## config.mk

```make
export PLATFORM = sky130hd
export DESIGN_NAME = execute_stage
export DESIGN_NICKNAME = d
export VERILOG_FILES = /design/src/rtl/cpu_pkg.sv /design/src/rtl/muldiv_iter.sv /design/src/rtl/execute_stage.sv
export SDC_FILE = /design/constraint.sdc
export NUM_CORES = 1
export LEC_CHECK = 0
export ABC_AREA = 1
export CORE_MARGIN = 2
export CORE_UTILIZATION = 40
export DETAILED_ROUTE_END_ITERATION = 12
export DONT_BUFFER_PORTS = 1
export SYNTH_ARGS = -nofsm -noshare
export SYNTH_HDL_FRONTEND = slang
export SYNTH_HIERARCHICAL = 1
export SYNTH_SLANG_ARGS = --single-unit
```

## constraint.sdc

```tcl
create_clock -name clk -period 3.8 [get_ports clk]
set_input_delay 0.95 -clock clk [delete_from_list [all_inputs] [get_ports clk]]
set_output_delay 0.95 -clock clk [all_outputs]
set_load 0.005 [all_outputs]
```

## src/rtl/cpu_pkg.sv

```systemverilog
// Shared definitions for the 8-bit core: opcodes, flag indices, execute FSM states.
// The ITER state exists only when EXEC_MULDIV_EN is defined.
package cpu_pkg;

    localparam int unsigned DATA_W = 8;
    localparam int unsigned RES_W  = 16;
    localparam int unsigned OPC_W  = 5;

    localparam logic [OPC_W-1:0] OP_MOVE    = 5'b00000;
    localparam logic [OPC_W-1:0] OP_ADD     = 5'b00001;
    localparam logic [OPC_W-1:0] OP_SUB     = 5'b00010;
    localparam logic [OPC_W-1:0] OP_INC     = 5'b00011;
    localparam logic [OPC_W-1:0] OP_DEC     = 5'b00100;
    localparam logic [OPC_W-1:0] OP_AND     = 5'b00101;
    localparam logic [OPC_W-1:0] OP_OR      = 5'b00110;
    localparam logic [OPC_W-1:0] OP_XOR     = 5'b00111;
    localparam logic [OPC_W-1:0] OP_NOT     = 5'b01000;
    localparam logic [OPC_W-1:0] OP_ASHL    = 5'b01001;
    localparam logic [OPC_W-1:0] OP_LSHL    = 5'b01010;
    localparam logic [OPC_W-1:0] OP_ASHR    = 5'b01011;
    localparam logic [OPC_W-1:0] OP_LSHR    = 5'b01100;
    localparam logic [OPC_W-1:0] OP_ROTL    = 5'b01101;
    localparam logic [OPC_W-1:0] OP_ROTR    = 5'b01110;
    localparam logic [OPC_W-1:0] OP_LOAD    = 5'b01111;
    localparam logic [OPC_W-1:0] OP_STORE   = 5'b10000;
    localparam logic [OPC_W-1:0] OP_MUL     = 5'b10001;
    localparam logic [OPC_W-1:0] OP_DIV     = 5'b10010;
    localparam logic [OPC_W-1:0] OP_JUMP    = 5'b10011;
    localparam logic [OPC_W-1:0] OP_BEQZ    = 5'b10100;
    localparam logic [OPC_W-1:0] OP_BC      = 5'b10101;
    localparam logic [OPC_W-1:0] OP_BAUX    = 5'b10110;
    localparam logic [OPC_W-1:0] OP_BPAR    = 5'b10111;
    localparam logic [OPC_W-1:0] OP_COMPARE = 5'b11001;
    localparam logic [OPC_W-1:0] OP_HALT    = 5'b11111;

    typedef enum logic [1:0] {
        FLAG_Z  = 2'd0,
        FLAG_C  = 2'd1,
        FLAG_AC = 2'd2,
        FLAG_P  = 2'd3
    } flag_e;

    typedef enum logic [1:0] {
        ST_IDLE = 2'd0,
`ifdef EXEC_MULDIV_EN
        ST_ITER = 2'd2,
`endif
        ST_HOLD = 2'd1
    } state_e;

    // Routing fields carried alongside the result to write-back.
    typedef struct packed {
        logic [OPC_W-1:0] opcode;
        logic             am;
        logic [2:0]       rd;
        logic [3:0]       mem_addr;
        logic [5:0]       instr_mem_addr;
    } route_t;

    function automatic logic even_parity(input logic [DATA_W-1:0] v);
        return ~^v;
    endfunction

endpackage

```

## src/rtl/muldiv_iter.sv

```systemverilog
// 8-iteration shift/add multiplier and restoring divider (built only with EXEC_MULDIV_EN).
// done_c_o and result_c_o describe the iteration completing on the coming edge.
`ifdef EXEC_MULDIV_EN
module muldiv_iter
    import cpu_pkg::*;
(
    input  logic              clk,
    input  logic              rst,
    input  logic              start_i,
    input  logic              div_i,
    input  logic [DATA_W-1:0] a_i,
    input  logic [DATA_W-1:0] b_i,
    output logic              busy_o,
    output logic              done_c_o,
    output logic [RES_W-1:0]  result_c_o,
    output logic              div_by_zero_o
);

    logic              busy_q, busy_d;
    logic              div_q;
    logic [DATA_W-1:0] b_q;
    logic [RES_W-1:0]  work_q, work_d;
    logic [2:0]        cnt_q, cnt_d;
    logic [DATA_W:0]   rem_sh;
    logic [DATA_W:0]   sum9;
    logic [DATA_W-1:0] q_sh;

    // Multiply: work = {partial, multiplier}; divide: work = {remainder, quotient}.
    always_comb begin
        rem_sh = {work_q[15:8], work_q[7]};
        q_sh   = {work_q[6:0], 1'b0};
        sum9   = {1'b0, work_q[15:8]} + (work_q[0] ? {1'b0, b_q} : 9'd0);
        busy_d = busy_q;
        cnt_d  = cnt_q;
        if (div_q) begin
            if (rem_sh >= {1'b0, b_q}) begin
                work_d = {8'(rem_sh - {1'b0, b_q}), q_sh | 8'h01};
            end else begin
                work_d = {rem_sh[7:0], q_sh};
            end
        end else begin
            work_d = {sum9, work_q[7:1]};
        end
        if (busy_q) begin
            cnt_d = cnt_q + 3'd1;
            if (cnt_q == 3'd7) begin
                busy_d = 1'b0;
            end
        end
    end

    always_ff @(posedge clk) begin
        if (rst) begin
            busy_q <= 1'b0;
            div_q  <= 1'b0;
            b_q    <= '0;
            work_q <= '0;
            cnt_q  <= '0;
        end else if (start_i) begin
            busy_q <= 1'b1;
            div_q  <= div_i;
            b_q    <= b_i;
            work_q <= {8'h00, a_i};
            cnt_q  <= '0;
        end else if (busy_q) begin
            busy_q <= busy_d;
            work_q <= work_d;
            cnt_q  <= cnt_d;
        end
    end

    assign busy_o        = busy_q;
    assign done_c_o      = busy_q && (cnt_q == 3'd7);
    assign result_c_o    = work_d;
    assign div_by_zero_o = (b_q == '0);

endmodule
`endif

```

## src/rtl/execute_stage.sv

```systemverilog
// Execute stage: single-cycle ALU plus optional iterative MUL/DIV, valid/ready on both sides.
// EXEC_MULDIV_EN enables the muldiv_iter unit and the ITER state.
module execute_stage
    import cpu_pkg::*;
(
    input  logic              clk,
    input  logic              rst,
    input  logic              in_valid,
    output logic              in_ready,
    input  logic [OPC_W-1:0]  opcode,
    input  logic              am,
    input  logic [2:0]        rd,
    input  logic [3:0]        mem_addr,
    input  logic [5:0]        instr_mem_addr,
    input  logic [DATA_W-1:0] op_a,
    input  logic [DATA_W-1:0] op_b,
    output logic              out_valid,
    input  logic              out_ready,
    output logic [OPC_W-1:0]  ex_opcode,
    output logic              ex_am,
    output logic [2:0]        ex_rd,
    output logic [3:0]        ex_mem_addr,
    output logic [5:0]        ex_instr_mem_addr,
    output logic [RES_W-1:0]  alu_out,
    output logic              zero_flag,
    output logic              carry_flag,
    output logic              auxiliary_flag,
    output logic              parity_flag,
    output logic              halted
);

    state_e            state_q, state_d;
    logic              out_valid_q, out_valid_d;
    logic [RES_W-1:0]  alu_out_q, alu_out_d;
    logic [3:0]        flags_q, flags_d;
    route_t            route_q, route_d;
    logic              halted_q, halted_d;
    logic              accept_c;

    logic [DATA_W-1:0] addend;
    logic [DATA_W:0]   sum9, diff9;
    logic [4:0]        half5;
    logic [DATA_W-1:0] sc_res;
    logic              sc_wr_zp, sc_wr_ca, sc_c, sc_ac;

`ifdef EXEC_MULDIV_EN
    logic              md_start_c, md_busy, md_done_c, md_dbz;
    logic [RES_W-1:0]  md_result_c;

    muldiv_iter u_muldiv (
        .clk           (clk),
        .rst           (rst),
        .start_i       (md_start_c),
        .div_i         (opcode == OP_DIV),
        .a_i           (op_a),
        .b_i           (op_b),
        .busy_o        (md_busy),
        .done_c_o      (md_done_c),
        .result_c_o    (md_result_c),
        .div_by_zero_o (md_dbz)
    );
`endif

    assign in_ready = !halted_q && ((state_q == ST_IDLE) || ((state_q == ST_HOLD) && out_ready));
    assign accept_c = in_valid && in_ready;

    // Single-cycle result and flag-write qualifiers for the presented instruction.
    always_comb begin
        addend   = ((opcode == OP_INC) || (opcode == OP_DEC)) ? 8'h01 : op_b;
        sum9     = {1'b0, op_a} + {1'b0, addend};
        diff9    = {1'b0, op_a} - {1'b0, addend};
        half5    = {1'b0, op_a[3:0]} + {1'b0, addend[3:0]};
        sc_res   = '0;
        sc_wr_zp = 1'b0;
        sc_wr_ca = 1'b0;
        sc_c     = 1'b0;
        sc_ac    = 1'b0;
        case (opcode)
            OP_MOVE: begin
                sc_res   = op_b;
                sc_wr_zp = 1'b1;
            end
            OP_ADD, OP_INC: begin
                sc_res   = sum9[7:0];
                sc_wr_zp = 1'b1;
                sc_wr_ca = 1'b1;
                sc_c     = sum9[8];
                sc_ac    = half5[4];
            end
            OP_SUB, OP_DEC, OP_COMPARE: begin
                if (opcode != OP_COMPARE) begin
                    sc_res = diff9[7:0];
                end else if (op_a > op_b) begin
                    sc_res = 8'h01;
                end else if (op_a == op_b) begin
                    sc_res = 8'h00;
                end else begin
                    sc_res = 8'hFF;
                end
                sc_wr_zp = 1'b1;
                sc_wr_ca = 1'b1;
                sc_c     = diff9[8];
                sc_ac    = (op_a[3:0] < addend[3:0]);
            end
            OP_AND, OP_OR, OP_XOR, OP_NOT: begin
                case (opcode)
                    OP_AND:  sc_res = op_a & op_b;
                    OP_OR:   sc_res = op_a | op_b;
                    OP_XOR:  sc_res = op_a ^ op_b;
                    default: sc_res = ~op_a;
                endcase
                sc_wr_zp = 1'b1;
                sc_wr_ca = 1'b1;
            end
            OP_ASHL, OP_LSHL, OP_ASHR, OP_LSHR, OP_ROTL, OP_ROTR: begin
                case (opcode)
                    OP_ASHL, OP_LSHL: sc_res = {op_a[6:0], 1'b0};
                    OP_ASHR:          sc_res = {op_a[7], op_a[7:1]};
                    OP_LSHR:          sc_res = {1'b0, op_a[7:1]};
                    OP_ROTL:          sc_res = {op_a[6:0], op_a[7]};
                    default:          sc_res = {op_a[0], op_a[7:1]};
                endcase
                sc_wr_zp = 1'b1;
                sc_wr_ca = 1'b1;
                sc_c     = ((opcode == OP_ASHL) || (opcode == OP_LSHL) || (opcode == OP_ROTL))
                           ? op_a[7] : op_a[0];
            end
            OP_LOAD, OP_STORE: sc_res = op_a;
            default: sc_res = '0;
        endcase
    end

    // Next-state, result and flag register updates.
    always_comb begin
        state_d     = state_q;
        out_valid_d = out_valid_q;
        alu_out_d   = alu_out_q;
        flags_d     = flags_q;
        route_d     = route_q;
        halted_d    = halted_q;
`ifdef EXEC_MULDIV_EN
        md_start_c  = 1'b0;
`endif
        case (state_q)
            ST_HOLD: begin
                if (out_ready) begin
                    state_d     = ST_IDLE;
                    out_valid_d = 1'b0;
                end
            end
`ifdef EXEC_MULDIV_EN
            ST_ITER: begin
                if (md_busy && md_done_c) begin
                    state_d          = ST_HOLD;
                    out_valid_d      = 1'b1;
                    alu_out_d        = md_result_c;
                    flags_d[FLAG_Z]  = (md_result_c == '0);
                    flags_d[FLAG_P]  = even_parity(md_result_c[7:0]);
                    flags_d[FLAG_AC] = 1'b0;
                    flags_d[FLAG_C]  = (route_q.opcode == OP_DIV) ? md_dbz
                                                                  : (md_result_c[15:8] != '0);
                end
            end
`endif
            default: ;
        endcase
        if (accept_c) begin
            route_d.opcode         = opcode;
            route_d.am             = am;
            route_d.rd             = rd;
            route_d.mem_addr       = mem_addr;
            route_d.instr_mem_addr = instr_mem_addr;
            if (opcode == OP_HALT) begin
                halted_d = 1'b1;
            end
`ifdef EXEC_MULDIV_EN
            if ((opcode == OP_MUL) || (opcode == OP_DIV)) begin
                state_d     = ST_ITER;
                out_valid_d = 1'b0;
                md_start_c  = 1'b1;
            end else
`endif
            begin
                state_d     = ST_HOLD;
                out_valid_d = 1'b1;
                alu_out_d   = {8'h00, sc_res};
                if (sc_wr_zp) begin
                    flags_d[FLAG_Z] = (sc_res == '0);
                    flags_d[FLAG_P] = even_parity(sc_res);
                end
                if (sc_wr_ca) begin
                    flags_d[FLAG_C]  = sc_c;
                    flags_d[FLAG_AC] = sc_ac;
                end
            end
        end
    end

    always_ff @(posedge clk) begin
        if (rst) begin
            state_q     <= ST_IDLE;
            out_valid_q <= 1'b0;
            alu_out_q   <= '0;
            flags_q     <= '0;
            route_q     <= '0;
            halted_q    <= 1'b0;
        end else begin
            state_q     <= state_d;
            out_valid_q <= out_valid_d;
            alu_out_q   <= alu_out_d;
            flags_q     <= flags_d;
            route_q     <= route_d;
            halted_q    <= halted_d;
        end
    end

    assign out_valid         = out_valid_q;
    assign alu_out           = alu_out_q;
    assign ex_opcode         = route_q.opcode;
    assign ex_am             = route_q.am;
    assign ex_rd             = route_q.rd;
    assign ex_mem_addr       = route_q.mem_addr;
    assign ex_instr_mem_addr = route_q.instr_mem_addr;
    assign zero_flag         = flags_q[FLAG_Z];
    assign carry_flag        = flags_q[FLAG_C];
    assign auxiliary_flag    = flags_q[FLAG_AC];
    assign parity_flag       = flags_q[FLAG_P];
    assign halted            = halted_q;

endmodule

```

==> results.md <==
- The startpoint class of the critical path is an input pin.
- The Yosys step of the flow raised 6 warnings.
- The total grt overflow is 0.
- In the post-synthesis netlist, the biggest area contributors are sky130_fd_sc_hd__dfxtp_1 (18%), sky130_fd_sc_hd__ha_1 (16%), sky130_fd_sc_hd__nand2_1 (16%), sky130_fd_sc_hd__nand3_1 (7.9%), sky130_fd_sc_hd__inv_1 (6.7%).
- The shortest clock period the worst path allows after layout is roughly 3.5 ns.
- In the routed design, unresolved DRC markers number 0.
- The highest fanout seen on the critical path is 8.
- The total standard cell area after synthesis is 3620 um^2.
- In the final layout, the multi-input gates occupy 2600 um^2.
- The count of filler cells inserted in the layout is 938.
- The share of the synthesized area in the top cell type is between 10% and 20%.
- In this run the tool buffered the top-level ports with 0 buffer cells.
- The initial cell density of the core is 41.3%.
- The via count of the first global-routing pass was roughly 3,600.
- The first global-routing pass estimated 17,200 um of wire.
- The quantity of hold-fixing buffers added after cts is 0.
- The post-route fraction of the period consumed by the critical path is just over 90%.
- The power density normalized to cell area is 263 nW/um^2.
- The final-report max-slew violation count was 0.
- The beginning of the worst hold path is ex_instr_mem_addr[1].
- The highest-delay cell along the critical path is sky130_fd_sc_hd__ha_2.
- Sequential elements use 18.3% of the synthesized area.
- CTS placed an instance of sky130_fd_sc_hd__clkbuf_8 at the clock tree root.
- STA puts the critical path data required time at 4.01 ns.
- The worst register-to-register path begins at state_q[0].
- The routed via count divided by cell count is 5.28.
- The die footprint is 9820 um^2.
- After clock tree synthesis, the clock-pin slew on the worst setup and hold paths is 0.07 ns.
- The HPWL after detailed placement is 8850 um.
- For the worst setup path, the data arrival time is 3.72 ns.
- The total clock sinks is 33.
- The distinct cell type count of the synthesized netlist is 47.
- The hold violation total from the final report is 0.
- The delay contributed by the slowest stage of the critical path is about 0.38 ns.
- From synthesis to final layout, the design area changed by 11.2%.
- The detail route stage leaves a number of antenna-violating nets equal to 0.
- The worst setup path is captured at a flip-flop.
- The number of antenna violations at the first check in global routing is 0.
- The number of clock buffers added by TritonCTS is 5.
- The vertical die dimension is 99.1 um.
- The ratio of cells with drive above 1 in the final layout is 13.9%.
- The setup path with the least slack is of type in2reg.
- The number of antenna diodes in the final layout is 0.
- The family with the most delay on the worst path is simple AND/OR/NAND/NOR gates.
- The later pin in the worst-skew pair is clocked with a latency of 0.28 ns.
- The placeable core area is slightly below 9000 um^2.
- The number of levels in the clock H-tree is 2.
- The cell taking the most area after synthesis is sky130_fd_sc_hd__dfxtp_1.
- The number of rows created at floorplan is 34.
- The worst setup path startpoint is opcode[3].
- At the pin with the least slew margin, the transition time is 0.556 ns.
- After layout, the design draws a total of ~1.1 mW.
- No sink is reached through more buffers than the 2 on the longest clock path.
- The signal on the critical path passes through inv_2, nand2_2, clkinv_2, nand3_4, nand2_4, nor2_1, inv_1, ha_2, inv_1, a21oi_1, nand2_1, nand2_1, nand3_1, nand3_1, nand2_1, nor2_2, and2_1, ha_1, xnor2_1, xnor2_1, nand3_1, a21oi_1.
- The final layout contains routed wiring with a total length of ~11,000 um.
- The leakage dissipation is 2.04 nW.
- For this run, the share of the core covered by cells in the final layout is 45.9%.
- The congestion estimate from routability-driven global placement came to 1.00.
- The number of DRC markers in iteration 0 is between 150 and 200.
- The number of setup violations in the final report is 0.
- The critical path contains buffers and inverters numbering 4 combined.
- A synthesized cell averages 6.26 um^2.
- In this run the horizontal extent of the chip is 99.1 um.
- The cell count after synthesis came out at around 580.
- In the final routed layout, each cell accounts on average for 15.0 um.
- The overall fraction of global-route tracks in use is 21.5%.
- The maximum clock rate is 285 MHz.
- The top-level port count is 81.
- VDD sags by at most 0.132 mV.
- Setup repair after global routing left no endpoint under its margin.
- The clock tree from TritonCTS is built.
- The flow ran to the end, and the final reports show no timing, DRC or antenna violations.
- On the final layout, the worst clock skew is 0.00493 ns.
- At the end of the flow, the number of nets in the layout was approximately 690.
- In this run the worst hold path is classified as reg2reg.
- The relative slew slack is between 60% and 70%.
- The number of storage elements in the synthesis netlist is 33.
- The number of iterations in the first detailed-routing pass is 4.
- The max-capacitance violation count is 0.
- The routed layout has 3,766 vias.
- The area taken by flip-flops and latches is 661 um^2.
- The largest net degree at the start of global routing is 25.
[cell usage after synthesis (all sizes together)]
cell type / number
nor3: 7
a21boi: 1
a31oi: 2
buf: 17
o2111ai: 1
a21o: 2
conb: 1
xnor2: 4
xor2: 1
o21ai: 26
nand3: 59
o21a: 5
dfxtp: 33
o211ai: 5
inv: 71
nand2: 158
ha: 46
a21oi: 35
fa: 2
clkinv: 2
nor2: 69
or2: 1
a22oi: 1
nor3b: 1
nand4: 12
nand3b: 2
and2: 1
o21bai: 1
nand2b: 1
and3: 4
o22ai: 1
clkbuf: 6
[cells by family (layout without fill, tap and decap cells)]
| logic type | count (synthesis) | after routing | share of synthesized area (%) |
|---|---|---|---|
| other cells | 1 | 8 | 0.104 |
| compound gates | 80 | 80 | 12.6 |
| xor+xnor | 5 | 5 | 1.21 |
| flops | 33 | 33 | 18.3 |
| fa+ha+maj | 48 | 48 | 17.0 |
| buf+inv | 96 | 116 | 11.3 |
| simple gates | 315 | 315 | 39.5 |
[area by class of cell]
| type | instances | share of cell area, % |
|---|---|---|
| Multi-Input combinational cell | 456 | 64.6 |
| Inverter | 73 | 6.91 |
| Timing Repair Buffer | 35 | 6.53 |
| Sequential cell | 33 | 16.4 |
| Clock buffer | 5 | 1.71 |
| Tap cell | 108 | 3.36 |
| Clock inverter | 3 | 0.435 |
[placed cells by master (no fill, tap or decap), types with 3 or more instances in the layout]
| master | synthesis | layout |
|---|---|---|
| sky130_fd_sc_hd__xnor2_1 | 4 | 3 |
| sky130_fd_sc_hd__a21oi_1 | 33 | 33 |
| sky130_fd_sc_hd__inv_1 | 65 | 65 |
| sky130_fd_sc_hd__nand3_1 | 57 | 57 |
| sky130_fd_sc_hd__conb_1 | 1 | 8 |
| sky130_fd_sc_hd__ha_2 | 0 | 3 |
| sky130_fd_sc_hd__o21ai_0 | 22 | 22 |
| sky130_fd_sc_hd__nand2_2 | 7 | 7 |
| sky130_fd_sc_hd__ha_1 | 46 | 43 |
| sky130_fd_sc_hd__dfxtp_1 | 33 | 33 |
| sky130_fd_sc_hd__o211ai_1 | 5 | 5 |
| sky130_fd_sc_hd__nor2_1 | 61 | 60 |
| sky130_fd_sc_hd__and3_1 | 4 | 4 |
| sky130_fd_sc_hd__buf_4 | 9 | 35 |
| sky130_fd_sc_hd__nor3_2 | 5 | 5 |
| sky130_fd_sc_hd__nor2_2 | 7 | 7 |
| sky130_fd_sc_hd__clkinv_2 | 1 | 3 |
| sky130_fd_sc_hd__nand4_1 | 10 | 10 |
| sky130_fd_sc_hd__nand2_1 | 150 | 150 |
| sky130_fd_sc_hd__inv_2 | 5 | 5 |
| sky130_fd_sc_hd__clkbuf_8 | 0 | 5 |
| sky130_fd_sc_hd__o21ai_1 | 3 | 3 |
| sky130_fd_sc_hd__o21a_1 | 5 | 5 |
[where the power goes]
part	internal, mW	switching, mW	total (mW)
Sequential	0.373	0.0215	0.394
Combinational	0.175	0.239	0.414
Clock	0.126	0.125	0.251
Total	0.674	0.385	1.06
[what timing repair did]
action / CTS / global route
endpoints found under the setup margin: 0 / 1
gates resized for setup: 0 / 7
setup buffers: 0 / 1
[per-layer routing]
metal | vias up | track usage [%] | share of wire [%]
li1 | 1901 | - | -
met1 | 1727 | 27.9 | 42
met2 | 122 | 37.4 | 48
met3 | 16 | 3.58 | 7.6
met4 | 0 | 4.85 | 1.5
met5 | - | 0 | 0
[path summary, 6_finish.rpt]
check                                             to  slack, ns  depth (start not counted)
worst max-delay path                      flags_q[3]       0.29                         22
worst min-delay path            ex_instr_mem_addr[1]       0.48                          2
worst max register to register            alu_out[0]       1.84                          9
worst min register to register  ex_instr_mem_addr[1]       0.48                          2
[stage by stage]
| stage | setup TNS (ns) | instances | hold slack (ns) | setup WS [ns] | cell area (um^2) |
|---|---|---|---|---|---|
| finish | 0 | 713 | 0.478 | 0.288 | 4020 |
| global route | 0 | 713 | 0.503 | 0.00857 | 4020 |
| CTS | 0 | 712 | 0.481 | 0.225 | 3990 |
| detailed placement | -0.0614 | 704 | 0.470 | -0.0614 | 3900 |
| global placement | -0.0103 | 704 | 0.465 | -0.0103 | 3900 |
| floorplan | 0 | 585 | 0.455 | 0.0285 | 3640 |
[worst register-to-register path: stages, from the launching register on]
cell	delay (ns)
sky130_fd_sc_hd__dfxtp_1	0.33
sky130_fd_sc_hd__nand2_1	0.07
sky130_fd_sc_hd__inv_1	0.05
sky130_fd_sc_hd__nor2_1	0.15
sky130_fd_sc_hd__nand2_1	0.07
sky130_fd_sc_hd__buf_4	0.20
sky130_fd_sc_hd__inv_1	0.44
sky130_fd_sc_hd__buf_4	0.35
sky130_fd_sc_hd__o21ai_0	0.11
sky130_fd_sc_hd__a21oi_1	0.14
[state kept, by name, indices dropped and copies added (netlist names)]
name / count
ex_instr_mem_addr: 6
halted: 1
ex_rd: 3
ex_opcode: 5
alu_out: 8
state_q: 1
ex_am: 1
ex_mem_addr: 4
flags_q: 4
(Power assumes the default switching activity.)
